--- src/rtl/rr_lock_arbiter_if.sv ---
// Request/grant bundle between requesters and the locking round-robin arbiter.
// The arbiter drives the grant side; requesters drive req_i and last_i.
interface rr_lock_arbiter_if #(
  parameter int NUM_REQ = 4
);
  localparam int ID_W = $clog2(NUM_REQ);

  logic [NUM_REQ-1:0] req_i;
  logic               last_i;
  logic [NUM_REQ-1:0] gnt_o;
  logic               gnt_vld_o;
  logic [ID_W-1:0]    gnt_id_o;
  logic               timeout_o;

  modport master (
    output req_i,
    output last_i,
    input  gnt_o,
    input  gnt_vld_o,
    input  gnt_id_o,
    input  timeout_o
  );

  modport slave (
    input  req_i,
    input  last_i,
    output gnt_o,
    output gnt_vld_o,
    output gnt_id_o,
    output timeout_o
  );
endinterface

--- src/rtl/rr_lock_arbiter.sv ---
// Round-robin arbiter that locks a registered one-hot grant onto its owner until
// last_i, a dropped request, or the MAX_HOLD timeout releases it.
//
//   state | meaning
//   IDLE  | no grant active, gnt_o is all-zero
//   OWNED | gnt_o holds the one-hot owner, hold counter running
module rr_lock_arbiter #(
  parameter  int NUM_REQ  = 4,
  parameter  int MAX_HOLD = 16,
  localparam int ID_W     = $clog2(NUM_REQ)
) (
  input  logic             clk,
  input  logic             reset,
  rr_lock_arbiter_if.slave bus
);

  localparam int                 CNT_W    = (MAX_HOLD > 0) ? $clog2(MAX_HOLD + 1) : 1;
  localparam logic [CNT_W-1:0]   HOLD_MAX = CNT_W'(MAX_HOLD);
  localparam logic [CNT_W-1:0]   CNT_ONE  = CNT_W'(1);
  localparam logic [ID_W-1:0]    LAST_ID  = ID_W'(NUM_REQ - 1);
  localparam logic [NUM_REQ-1:0] ONE_HOT0 = NUM_REQ'(1);

  typedef enum logic {
    IDLE  = 1'b0,
    OWNED = 1'b1
  } state_t;

  state_t             state_q, state_n;
  logic [ID_W-1:0]    ptr_q, ptr_n;
  logic [ID_W-1:0]    id_q, id_n;
  logic [NUM_REQ-1:0] gnt_q, gnt_n;
  logic               vld_q;
  logic [CNT_W-1:0]   cnt_q, cnt_n;
  logic               tmo_q, tmo_n;

  logic               rel_last;
  logic               rel_drop;
  logic               rel_tmo;
  logic               release_now;
  logic [ID_W-1:0]    ptr_rel;
  logic [ID_W-1:0]    arb_ptr;
  logic               win_found;
  logic [ID_W-1:0]    win_id;

  assign rel_last    = bus.last_i;
  assign rel_drop    = ~bus.req_i[id_q];
  assign rel_tmo     = (MAX_HOLD != 0) && (cnt_q == HOLD_MAX);
  assign release_now = (state_q == OWNED) && (rel_last || rel_drop || rel_tmo);
  assign ptr_rel     = (id_q == LAST_ID) ? '0 : id_q + 1'b1;

  // On release the pointer moves past the owner in the same edge, so the
  // follow-on winner is chosen with the rotated priority and no idle gap.
  assign arb_ptr = release_now ? ptr_rel : ptr_q;

  always_comb begin
    int idx;
    win_found = 1'b0;
    win_id    = '0;
    idx       = 0;
    for (int k = 0; k < NUM_REQ; k++) begin
      idx = int'(arb_ptr) + k;
      if (idx >= NUM_REQ) idx = idx - NUM_REQ;
      if (!win_found && bus.req_i[idx]) begin
        win_found = 1'b1;
        win_id    = ID_W'(idx);
      end
    end
  end

  always_comb begin
    state_n = state_q;
    ptr_n   = ptr_q;
    id_n    = id_q;
    gnt_n   = gnt_q;
    cnt_n   = cnt_q;
    tmo_n   = 1'b0;
    case (state_q)
      IDLE: begin
        if (win_found) begin
          state_n = OWNED;
          gnt_n   = ONE_HOT0 << win_id;
          id_n    = win_id;
          cnt_n   = CNT_ONE;
        end
      end
      OWNED: begin
        if (release_now) begin
          ptr_n = ptr_rel;
          // Only a pure expiry counts as a timeout.
          tmo_n = rel_tmo && !rel_last && !rel_drop;
          if (win_found) begin
            gnt_n = ONE_HOT0 << win_id;
            id_n  = win_id;
            cnt_n = CNT_ONE;
          end else begin
            state_n = IDLE;
            gnt_n   = '0;
            cnt_n   = '0;
          end
        end else if ((MAX_HOLD != 0) && (cnt_q != HOLD_MAX)) begin
          cnt_n = cnt_q + 1'b1;
        end
      end
      default: begin
        state_n = IDLE;
        gnt_n   = '0;
        cnt_n   = '0;
      end
    endcase
  end

  always_ff @(posedge clk or negedge reset) begin
    if (!reset) begin
      state_q <= IDLE;
      ptr_q   <= '0;
      id_q    <= '0;
      gnt_q   <= '0;
      vld_q   <= 1'b0;
      cnt_q   <= '0;
      tmo_q   <= 1'b0;
    end else begin
      state_q <= state_n;
      ptr_q   <= ptr_n;
      id_q    <= id_n;
      gnt_q   <= gnt_n;
      vld_q   <= |gnt_n;
      cnt_q   <= cnt_n;
      tmo_q   <= tmo_n;
    end
  end

  assign bus.gnt_o     = gnt_q;
  assign bus.gnt_vld_o = vld_q;
  assign bus.gnt_id_o  = id_q;
  assign bus.timeout_o = tmo_q;

endmodule
--- src/flat_wrapper.sv ---
// flat-port wrapper written by rule: the top's interface ports become plain ports
module rr_lock_arbiter_flat 
#(
  parameter  int NUM_REQ  = 4,
  parameter  int MAX_HOLD = 16,
  localparam int ID_W     = $clog2(NUM_REQ)
)
  (clk, reset, bus_req_i, bus_last_i, bus_gnt_o, bus_gnt_vld_o, bus_gnt_id_o, bus_timeout_o);
  rr_lock_arbiter_if #(.NUM_REQ(NUM_REQ)) bus_i ();
  input  logic clk;
  input  logic reset;
  input wire logic [$bits(bus_i.req_i)-1:0] bus_req_i;
  input wire logic [$bits(bus_i.last_i)-1:0] bus_last_i;
  output wire logic [$bits(bus_i.gnt_o)-1:0] bus_gnt_o;
  output wire logic [$bits(bus_i.gnt_vld_o)-1:0] bus_gnt_vld_o;
  output wire logic [$bits(bus_i.gnt_id_o)-1:0] bus_gnt_id_o;
  output wire logic [$bits(bus_i.timeout_o)-1:0] bus_timeout_o;
  assign bus_i.req_i = bus_req_i;
  assign bus_i.last_i = bus_last_i;
  assign bus_gnt_o = bus_i.gnt_o;
  assign bus_gnt_vld_o = bus_i.gnt_vld_o;
  assign bus_gnt_id_o = bus_i.gnt_id_o;
  assign bus_timeout_o = bus_i.timeout_o;
  rr_lock_arbiter #(.NUM_REQ(NUM_REQ), .MAX_HOLD(MAX_HOLD)) u_core (.clk(clk), .reset(reset), .bus(bus_i));
endmodule
--- config.mk ---
export PLATFORM = sky130hd
export DESIGN_NAME = rr_lock_arbiter_flat
export DESIGN_NICKNAME = d
export VERILOG_FILES = /design/src/rtl/rr_lock_arbiter_if.sv /design/src/rtl/rr_lock_arbiter.sv /design/src/flat_wrapper.sv
export SDC_FILE = /design/constraint.sdc
export NUM_CORES = 1
export LEC_CHECK = 0
export ABC_CLOCK_PERIOD_IN_PS = 3390
export CORE_UTILIZATION = 55
export CTS_BUF_LIST = sky130_fd_sc_hd__clkbuf_2
export CTS_CLUSTER_DIAMETER = 60
export CTS_CLUSTER_SIZE = 20
export DETAILED_ROUTE_END_ITERATION = 12
export GPL_ROUTABILITY_DRIVEN = 1
export PLACE_DENSITY = 0.93
export RECOVER_POWER = 100
export SLEW_MARGIN = 10
export SYNTH_ARGS = -nofsm -noshare
export SYNTH_HDL_FRONTEND = slang
export SYNTH_SLANG_ARGS = --single-unit
--- constraint.sdc ---
create_clock -name clk -period 3.39 [get_ports clk]
set_input_delay 0.678 -clock clk [delete_from_list [all_inputs] [get_ports clk]]
set_output_delay 0.678 -clock clk [all_outputs]
set_load 0.02 [all_outputs]
* After elaboration in Yosys (flattened, before gate mapping) *
Index checks and enable logic that the tools add are counted.

word-level totals
  register bits after elaboration = 16
  latch bits = 0
  RAM bits = 0
  ROM bits = 0
  memories kept = 0

cells by class
  add/sub/neg operators = 9
  multiply operators = 0
  divide/modulo/power cells = 0
  $lt $le $gt $ge = 9
  equality and inequality tests = 6
  shift-type cells = 1
  muxes and demuxes = 45
  bitwise gates (word level) = 2
  reductions and logical operators = 14

operators by type and width
  kind                                                                    number
  32-bit by 4-bit < comparator with 1-bit output, second input constant   4
  32-bit two-way mux                                                      4
  32-bit by 4-bit >= comparator with 1-bit output, second input constant  3
  32-bit by 4-bit subtractor with 32-bit output, second input constant    3
  1-bit two-way mux                                                       18
  2-bit two-way mux                                                       8
  5-bit two-way mux                                                       3
  4-bit two-way mux                                                       3
  1-bit binary-select mux with 2-bit select                               5
  5-bit one-hot mux with 2 select lines                                   1
  4-bit one-hot mux with 2 select lines                                   1
  2-bit by 2-bit adder with 3-bit output, second input constant           2
  1-bit logical AND                                                       6
  5-bit by 1-bit adder with 5-bit output, second input constant           1
  5-bit == test, second input constant                                    1
  5-bit != test, second input constant                                    1
  1-bit logical NOT                                                       4
  2-bit one-hot mux with 2 select lines                                   1
  4-bit OR reduction                                                      1
  1-bit by 2-bit left shift with 4-bit output, first input constant       1
  2-bit by 3-bit subtractor with 4-bit output, second input constant      1
  2-bit by 1-bit adder with 3-bit output, second input constant           1
  2-bit by 3-bit >= comparator with 1-bit output, second input constant   1
  2-bit by 3-bit < comparator with 1-bit output, second input constant    1
  other kinds (9)                                                         11

* Longest topological paths before layout *
  depth in word-level cells = 27
  mapped depth = 10
  depth with buffers taken out = 10

* Worst setup path after synthesis *
OpenSTA, ideal clock, no wires.

  path type = input port to flip-flop
  start point = in bus_last_i
  end point = reg u_core.gnt_q[2] (netlist: u_core.bus.gnt_o[2])
  setup time = 0.121 ns
  arrival time = 2.186 ns
  required time = 3.269 ns
  slack = 1.083 ns
  cell stages on the path = 7
  path buffers = 0
  path through = or2_1 > o22ai_4 > mux2_4 > and2_4 > a31oi_1 > o211ai_2 > a32o_2

between the ends
  cells in the longest elaborated chain, start to end = 23

ends and longest elaborated chain
  element                                                                                 RTL line                source
  from (decl)                                                                             flat_wrapper.sv:13      input wire logic [$bits(bus_i.last_i)-1:0] bus_last_i;
  1-bit logical OR (*) (2 in series)                                                      rr_lock_arbiter.sv:48   assign release_now = (state_q == OWNED) && (rel_last || rel_drop || rel_tmo);
  1-bit logical AND (*)                                                                   rr_lock_arbiter.sv:48
  branches (longest 19 deep; another with 32-bit by 4-bit subtractor with 32-bit output)  --
  4-bit one-hot mux with 2 select lines (*)                                               rr_lock_arbiter.sv:77   case (state_q)
  net u_core.gnt_n[2]                                                                     rr_lock_arbiter.sv:31   logic [NUM_REQ-1:0] gnt_q, gnt_n;
  to (signal assigned)                                                                    rr_lock_arbiter.sv:125  gnt_q <= gnt_n;
  to (decl)                                                                               rr_lock_arbiter.sv:31

Mark *: on every way through the listed nets, which the timed path passes. The select of a mux whose other input is x is not followed.
A chain may end at the register's enable or synchronous reset.

* Final worst setup path *
  start point = in bus_req_i[3]
  end point = reg u_core.gnt_q[2] (netlist: u_core.bus.gnt_o[2])

between the ends
  cells in the longest elaborated chain, start to end = 26

ends and longest elaborated chain
  element                                                                                 RTL line               source
  from (decl)                                                                             flat_wrapper.sv:12     input wire logic [$bits(bus_i.req_i)-1:0] bus_req_i;
  branches (longest 25 deep; another with 32-bit by 4-bit subtractor with 32-bit output)  --
  4-bit one-hot mux with 2 select lines (*)                                               rr_lock_arbiter.sv:77
  net u_core.gnt_n[2]                                                                     rr_lock_arbiter.sv:31

Marks and branches as above.

==> flow_summary.ini <==
[setup_path]
cp_slowest_stage_delay_ns = 0.64
cp_num_buf_inv = 1
required_ns = 3.59
crit_fanout = 5
r2r_start = u_core.bus.gnt_id_o[0]$_DFFE_PN0P_
crit_arrival_ns = 3.10
path_class = primary input to flop
critPathSlowestCell = dlygate4sd3_1
reg2reg_to = u_core.bus.gnt_o[2]$_DFF_PN0_
reg2regPathDepth = 7
path_cells = dlygate4sd3_1, mux2i_1, o22ai_1, mux2_1, and2_4, a31oi_1, o211ai_2, a32o_2
cp-end-kind = flop
cp-start-kind = primary input
reg2reg_slack_ns = 0.93
crit_family = compound AO/OA/AOI/OAI gates

[die]
rows = 14
die_area_um2 = 1820
start_util_pct = 59.7
coreArea_um2 = 1520
die_w_um = 42.7
die_y_um = 42.7
ios = 15

[hold_path]
hold_depth = 2
worstHoldPathType = flop to flop
min_to = u_core.bus.gnt_o[3]$_DFF_PN0_
hp-start = u_core.bus.gnt_o[3]$_DFF_PN0_

[cells_and_area]
seq_area_um2 = 400
final_util_pct = 69.5
fill_cells = 120
drive_above_1_share_pct = 9.01
syn2layout_area_growth_pct = 16.4
final_common_cell = dfrtp_1
final_cell_mix = dfrtp_1 (16), nand2_1 (15), dlygate4sd3_1 (10)
diodes = 0
nets = 122
stdcell_count = 127
final_area_um2 = 1060
multi_input_area_um2 = 453

[synthesis]
yosys_warnings = 0
synthTopCellsByArea = dfrtp_1 (44%), nand2_1 (6.2%), ha_1 (4.1%), nand3_1 (3.3%), nor2_1 (2.9%)
post-synth-top-area-fraction_pct = 44.0
synth_nets = 103
ys_seq_elements = 16
syn_avg_cell_area_um2 = 9.78
synth_area_leader_cell = dfrtp_1
ys_seq_area_share_pct = 44.0
synth_cell_types = 33
syn_inst = 93
syn_area_um2 = 910

[place]
port_buffers = 14
placed_cell_area_um2 = 1070
gp_congestion = 0.901
hpwl_um = 1410
dp.cells = 123

[clock_tree]
clk_latency_ns = 0.29
cts_tree = built
cts_made_buffers = 3
cts.repair.resized = 0
clk_pin_slew_worst_paths_ns = 0.15
cts-root-buf = clkbuf_2
cts.path.max_buffers = 2
clock-sinks = 16
cts_hold_buffers = 0
cts_setup_buffers = 0
h-tree-depth = 1

[outcome]
status = finished clean

[routing]
drtIter0Drc = 21
routed_via_density = 6.03
drc = 0
wl_per_cell_um = 14.2
num_vias = 766
totalWireLength_um = 1800
ant_nets = 0
dr.pass1.iters = 4

[global_routing]
track_usage_pct = 22.2
grt_max_degree = 17
antenna_found_initial = 0
grt_pass1_wl_um = 3080
grt_pass1_vias = 728
overflow = 0

[timing]
grt_setup_unrepaired = false
report.final.slew_viol_count = 0
fin_crit_ns = 2.89
max_freq_ghz = 0.346
setup_viol = 0
maxSlewHeadroom_pct = 52.4
period_share_pct = 85.4
fin_skew_ns = 0.00359
setup_tns_ns = 0
finalHoldViolations = 0
worstMarginPinSlew_ns = 0.711

[power]
report.power.total_mw = 0.861
peakVddDrop_mv = 0.527
power_density_nw_per_um2 = 813
p_leak_nw = 0.502

[run]
maxCapViolCount = 0
## cell type report
class / instances / share of cell area (%)
Tap cell: 16 / 1.89
Timing Repair Buffer: 14 / 13.2
Sequential cell: 16 / 37.8
Multi-Input combinational cell: 70 / 42.8
Clock buffer: 3 / 1.42
Clock inverter: 1 / 0.355
Inverter: 7 / 2.48
## worst max path at each step
stage                            start                            end  cells after the start
after floorplan             bus_last_i  u_core.bus.gnt_o[2]$_DFF_PN0_                      7
after global placement    bus_req_i[1]  u_core.bus.gnt_o[2]$_DFF_PN0_                      8
after detailed placement  bus_req_i[3]  u_core.bus.gnt_o[2]$_DFF_PN0_                      8
after CTS                 bus_req_i[3]  u_core.bus.gnt_o[2]$_DFF_PN0_                      8
after global routing      bus_req_i[3]  u_core.bus.gnt_o[2]$_DFF_PN0_                      8
final                     bus_req_i[3]  u_core.bus.gnt_o[2]$_DFF_PN0_                      8
## layer usage
| layer | wire [um] | vias to the layer above | track usage, % |
|---|---|---|---|
| met5 | 0 | - | 0 |
| met4 | 31 | 0 | 7.50 |
| met3 | 64 | 5 | 2.98 |
| met2 | 927 | 28 | 39.1 |
| met1 | 778 | 367 | 27.6 |
| li1 | - | 366 | - |
## worst min-delay path, cell delays in order (launching register included)
cell and delay [ns]:
dfrtp_1 0.40, nand2_1 0.05, o21ai_0 0.06
## cells in the mapped netlist
library cell   n
dfrtp_1       16
nand2_1       15
nor2_1         7
inv_1          6
nand3_1        6
o21ai_0        5
a21oi_1        4
ha_1           3
o21ai_1        3
a22o_1         2
mux2i_1        2
nand2b_1       2
o31ai_1        2
a21o_1         1
a21oi_4        1
a221oi_2       1
a31oi_1        1
a32o_2         1
and2_1         1
and2_4         1
and3_1         1
inv_2          1
mux2_2         1
mux2_4         1
mux2i_4        1
nand4bb_1      1
nor2b_1        1
o211ai_1       1
o211ai_2       1
o22ai_4        1
o41ai_1        1
or2_1          1
xor2_1         1
## metrics by stage
| stage | hold slack, ns | worst slack (ns) |
|---|---|---|
| after floorplan | 0.382 | 1.08 |
| after global placement | 0.484 | 0.537 |
| after detailed placement | 0.511 | 0.474 |
| after CTS | 0.546 | 0.792 |
| after global routing | 0.567 | 0.375 |
| final | 0.531 | 0.496 |
## logic make-up after synthesis
kind of cell               synth area share, %
and+or+nand+nor                           18.7
AOI/OAI and AO/OA                         21.7
DFF                                       44.0
buffers and inverters                     2.89
muxes                                     7.56
adders and majority gates                 4.13
xor gates and xnor gates                 0.963
## flip-flops by register name, indices dropped and copies added, names as in the netlist
| register | flops |
|---|---|
| u_core.bus.gnt_id_o | 2 |
| u_core.bus.gnt_o | 4 |
| u_core.bus.gnt_vld_o | 1 |
| u_core.bus.timeout_o | 1 |
| u_core.cnt_q | 5 |
| u_core.ptr_q | 2 |
| u_core.state_q | 1 |
## where the power goes
group / leakage, nW / total [mW] / switching, mW / internal (mW)
clock network: 0.0140 / 0.0858 / 0.0601 / 0.0256
logic: 0.290 / 0.468 / 0.258 / 0.210
registers: 0.198 / 0.308 / 0.0565 / 0.251
No activity file was read; power rests on OpenSTA's default activity.
